**src/rtl/seq_stream_ctrl.sv**
```systemverilog
// Purpose : serialize valid/ready words MSB-first onto a bit stream and count pattern hits.
// Latency : first bit the cycle after the handshake; hit one cycle after the last pattern bit.
// Backpr. : in_ready only in IDLE or on the last bit of a word; back-to-back words leave no gap.
//
// Ports
//   clk, rst                  rising-edge clock, asynchronous active-low reset
//   in_valid/in_data/in_ready word input handshake (W bits, MSB sent first)
//   cfg_we/cfg_pattern/cfg_overlap  pattern and overlap-mode load, taken only in IDLE
//   clr_cnt                   synchronous clear of hit_count (wins over a same-edge hit)
//   ser_bit/ser_valid         serial stream towards the detector
//   hit/hit_count             one-cycle match pulse and saturating match count
//   busy                      high while a word is being shifted out
//
// W and PAT_W must both be at least 2.

module seq_stream_ctrl #(
  parameter int              W       = 8,
  parameter int              PAT_W   = 5,
  parameter logic [PAT_W-1:0] PATTERN = 5'b10000,
  parameter bit              OVERLAP = 1'b1,
  parameter int              CNT_W   = 8
) (
  input  logic             clk,
  input  logic             rst,
  input  logic             in_valid,
  input  logic [W-1:0]     in_data,
  output logic             in_ready,
  input  logic             cfg_we,
  input  logic [PAT_W-1:0] cfg_pattern,
  input  logic             cfg_overlap,
  input  logic             clr_cnt,
  output logic             ser_bit,
  output logic             ser_valid,
  output logic             hit,
  output logic [CNT_W-1:0] hit_count,
  output logic             busy
);

  localparam int BW = (W > 1) ? $clog2(W) : 1;
  localparam int FW = $clog2(PAT_W + 1);

  typedef enum logic {
    IDLE  = 1'b0,
    SHIFT = 1'b1
  } state_t;

  state_t             state;
  logic [W-1:0]       shreg;
  logic [BW-1:0]      bit_cnt;
  logic [PAT_W-1:0]   pat_q;
  logic               ovl_q;
  // Only the PAT_W-1 most recent bits need storing; the bit on ser_bit
  // completes the window.
  logic [PAT_W-2:0]   hist;
  logic [FW-1:0]      fill;

  logic [PAT_W-1:0]   window;
  logic [FW-1:0]      fill_inc;
  logic [FW-1:0]      fill_nxt;
  logic               match;
  logic               last_bit;

  // Match evaluation for the bit currently on ser_bit.
  always_comb begin
    window   = {hist, ser_bit};
    fill_inc = (fill == FW'(PAT_W)) ? fill : fill + 1'b1;
    match    = (state == SHIFT) && (window == pat_q) && (fill_inc == FW'(PAT_W));
    // In non-overlap mode the next match must be built from fresh bits only.
    fill_nxt = (match && !ovl_q) ? '0 : fill_inc;
    last_bit = (bit_cnt == '0);
  end

  always_ff @(posedge clk or negedge rst) begin
    if (!rst) begin
      state     <= IDLE;
      shreg     <= '0;
      bit_cnt   <= '0;
      pat_q     <= PATTERN;
      ovl_q     <= OVERLAP;
      hist      <= '0;
      fill      <= '0;
      in_ready  <= 1'b1;
      ser_bit   <= 1'b0;
      ser_valid <= 1'b0;
      busy      <= 1'b0;
      hit       <= 1'b0;
      hit_count <= '0;
    end else begin
      hit <= 1'b0;

      case (state)
        IDLE: begin
          // Config lands before the word on a shared cycle, so that word
          // is already matched against the new pattern.
          if (cfg_we) begin
            pat_q <= cfg_pattern;
            ovl_q <= cfg_overlap;
            fill  <= '0;
          end
          if (in_valid) begin
            state     <= SHIFT;
            shreg     <= in_data;
            bit_cnt   <= BW'(W - 1);
            ser_bit   <= in_data[W-1];
            ser_valid <= 1'b1;
            busy      <= 1'b1;
            in_ready  <= 1'b0;
          end
        end

        SHIFT: begin
          hist <= window[PAT_W-2:0];
          fill <= fill_nxt;
          hit  <= match;

          if (last_bit) begin
            if (in_valid) begin
              // Reload on the last bit keeps the stream gap-free.
              shreg    <= in_data;
              bit_cnt  <= BW'(W - 1);
              ser_bit  <= in_data[W-1];
              in_ready <= 1'b0;
            end else begin
              state     <= IDLE;
              ser_bit   <= 1'b0;
              ser_valid <= 1'b0;
              busy      <= 1'b0;
              in_ready  <= 1'b1;
            end
          end else begin
            shreg    <= shreg << 1;
            bit_cnt  <= bit_cnt - 1'b1;
            ser_bit  <= shreg[W-2];
            // Ready goes up together with the last bit of the word.
            in_ready <= (bit_cnt == BW'(1));
          end
        end

        default: begin
          state <= IDLE;
        end
      endcase

      if (clr_cnt) begin
        hit_count <= '0;
      end else if (match && !(&hit_count)) begin
        hit_count <= hit_count + 1'b1;
      end
    end
  end

endmodule

```
**config.mk**
```make
export PLATFORM = sky130hd
export DESIGN_NAME = seq_stream_ctrl
export DESIGN_NICKNAME = d
export VERILOG_FILES = /design/src/rtl/seq_stream_ctrl.sv
export SDC_FILE = /design/constraint.sdc
export NUM_CORES = 1
export LEC_CHECK = 0
export ABC_AREA = 0
export ABC_CLOCK_PERIOD_IN_PS = 1900
export BUFFER_PORTS_ARGS = -buffer_cell sky130_fd_sc_hd__buf_4
export CORE_MARGIN = 2
export CORE_UTILIZATION = 40
export CTS_CLUSTER_SIZE = 25
export DETAILED_ROUTE_END_ITERATION = 12
export PLACE_DENSITY = 0.63
export SETUP_SLACK_MARGIN = 0.1
export SYNTH_ARGS = -nofsm -noshare
export SYNTH_HDL_FRONTEND = slang
export SYNTH_SLANG_ARGS = --single-unit
```
**constraint.sdc**
```tcl
create_clock -name clk -period 1.9 [get_ports clk]
set_clock_uncertainty 0.1 [all_clocks]
set_input_delay 0.19 -clock clk [delete_from_list [all_inputs] [get_ports clk]]
set_output_delay 0.19 -clock clk [all_outputs]
set_load 0.01 [all_outputs]
```
==> metrics.txt <==
CP startpoint=fill[0]$_DFFE_PN0P_; fmax=0.4810 GHz; area grow syn2layout=37.76%; r2r worst-path depth=7; Final Wtd Congestion=0.7719; failing checks=negative setup slack; CP Cell Sequence=ha_4 -> a21bo_1 -> a211oi_2 -> buf_4 -> nand4bb_4 -> or3_4 -> a21oi_2; Mapped Area=0.001829 mm^2; Global Route met2 Usage=0.2634; H-tree Lvls=2; GR peak layer=met2; vias in the first global route=1454; Slew headroom=0.6999; Synth area leaders=dfrtp_1, mux2_2, dfstp_2; met3 usage=0.04782; Finished Cell Area=0.002520 mm^2; dpl cell area=0.002173 mm^2; Worst Tran Pin Value=0.4502 ns; Core Region=0.004384 mm^2; reg2reg setup slack=-0.18 ns; Root Buffer=clkbuf_8; Placed Cells=254; routed vias/inst=5.388; layout cells sized above 1=0.4444; Top delay family on crit path=compound AO/OA/AOI/OAI gates; CTS buffer count=5; reg-to-reg endpoint=hit_count[3]$_DFFE_PN0P_; commonest non-fill, non-tap cell in the layout=buf_4; cells after synthesis=168; All-Layer GR Usage=0.1691; sum of buffers and inverters on the critical path=1; clk_lat worst skew=0.29 ns; Fillers=374; wire per inst=14.99 um; peak supply drop=697.7 uV; Max Buffers Root-to-Sink=2; initial drt markers=68; RSZ-0062 raised after global routing=true; CTS sink cnt=36; Place WS=-0.1716 ns; detailed placement HPWL=2750 um; # port buffers=31; CP Launch Type=flop; synthesized area per cell=10.89 um^2; first-pass GRT wire length=6775 um; met1 Track Usage GR=0.2227; IO Pins=32; site row count=24; routed via count=1444; largest fanout on the critical path=6; Min-Delay Path Class=in2reg; largest net degree at the start of global routing=37; Final Core Density=0.5748; clock transition at the registers of the reported paths=0.07 ns; Critical Path Stages=7; slowest CP cell=dfrtp_1; routed wire length=4018 um; Finished Layout Cells=268; Synth warnings=0; crit end category=flop; GRT overflow=0; post-synthesis cell type count=47; r2r startpoint=fill[0]$_DFFE_PN0P_; setup violators final=10; status=finished, violations left; Initial Utilization=0.4172; Max Cap Viol=0; Final min period=2.079 ns; crit path capture=hit_count[3]$_DFFE_PN0P_; initial antenna violation count=0; Worst Path Required=2.02 ns; CTS tree=built; Final Cycle Share=1.094; Pwr Density=1489 mW/mm^2; register bit total from synthesis=36; n_diodes=0; most frequent cells in the layout=buf_4, dfrtp_1, nand2_1, o21ai_0, mux2_2; crit-path max cell delay=0.41 ns; die area=0.005130 mm^2; Synth top area share=0.4514; leading area contributor after synthesis=dfrtp_1; syn_nets=193; Leakage Power=0.001139 uW; DRC violation count after routing=0; die span in x=71.63 um; Detail Route Antenna Nets=0; Setup WS post-layout=-0.1791 ns; Critical Path AT=2.20 ns; Die Ht=71.63 um; DR pass1 iterations=4; fin. max-slew vios=0; critical path class=reg2reg; Seq/Total Area, Yosys=0.4945; Final Hold Fails=0; nets@finish=240
## metrics by stage
step	total power [uW]	setup TNS [ns]	hold slack [ns]
4_1_cts	3613	-0.6316	0.01095
3_3_place_gp	2454	-0.1816	0.07190
5_1_grt	4016	-2.087	0.02521
6_report	3753	-1.016	0.02459
3_5_place_dp	2538	-0.8205	0.07732
2_1_floorplan	2133	-0.2247	-0.2056
## repair_timing
action	CTS	global route
buffers inserted	2	4
gates cloned	0	0
hold buffers	1	0
endpoints found under the setup margin	10	17
pin swaps	2	3
resized for setup	12	20
endpoints found under the hold margin	33	0
## worst register-to-register path, delay by kind of cell (launching register included)
family / cells / cell delay [ns]
buffers and inverters: 1 / 0.16
adder cells (fa/ha/maj): 1 / 0.27
AO/OA/AOI/OAI: 3 / 0.54
flip-flops: 1 / 0.41
AND/OR/NAND/NOR: 2 / 0.54
## sequential cells by signal (all words and copies together) (netlist names), 3 cells and up
register / flops
bit_cnt: 3
hit_count: 8
hist: 4
shreg: 7
pat_q: 5
fill: 3
## Yosys cell counts (all sizes together)
master   instances
buf              4
a21bo            2
mux2i            7
a211oi           3
clkbuf           3
nor2b            1
inv              7
and3             1
nand4bb          1
o21ba            1
a22oi            1
dfstp            3
nor2             6
and2             1
and2b            1
a31oi            1
nand4            3
nor3             3
and4             1
o21ai           15
or3              3
xnor2            6
nand4b           1
nor3b            1
o31ai            3
o31a             1
a21oi            9
nand3b           2
xor2             1
o22ai            1
mux2            10
o21a             1
nor4             1
ha               6
a21o             1
nand2           14
a31o             1
and4bb           1
and4b            1
nand2b           1
nand3            5
dfrtp           33
## layer usage
metal	share of wire	vias up
met3	0.043	8
met1	0.46	705
met4	0.024	0
li1	-	693
met5	0	-
met2	0.47	38
## cell type report
type	count	area [um^2]	area share
sequential	36	904.6	0.3590
tap	52	65.06	0.02582
clock buffer	5	68.82	0.02731
clock inverter	3	90.09	0.03575
inverter	7	26.28	0.01043
timing repair buffer	47	362.8	0.1440
multi-input combinational	118	1002	0.3977
## how the worst min path moves through the flow
stage,slack (ns),start,end,cells past startpoint
floorplan,-0.21,rst,bit_cnt[0]$_DFF_PN0_,0
global placement,0.07,rst,fill[2]$_DFFE_PN0P_,1
detailed placement,0.08,rst,fill[2]$_DFFE_PN0P_,1
CTS,0.01,in_data[7],ser_bit$_DFFE_PN0P_,3
global route,0.03,in_data[7],ser_bit$_DFFE_PN0P_,3
finish,0.02,in_data[7],ser_bit$_DFFE_PN0P_,3
## power breakdown
part           internal, uW  total, uW  leakage, uW  switching [uW]
combinational           858       1560     0.000604             703
clock                   656        928    0.0000784             272
sequential             1050       1260     0.000457             214
## logic make-up (layout without fill, tap and decap cells)
family,Yosys count,in the layout,synth area share
DFF,36,36,0.4945
adders and majority gates,6,6,0.04104
AOI/OAI and AO/OA,40,40,0.1416
and+or+nand+nor,48,48,0.1580
buffers and inverters,14,62,0.03147
xor gates and xnor gates,7,7,0.03352
muxes,17,17,0.09987
(Power assumes the default switching activity.)
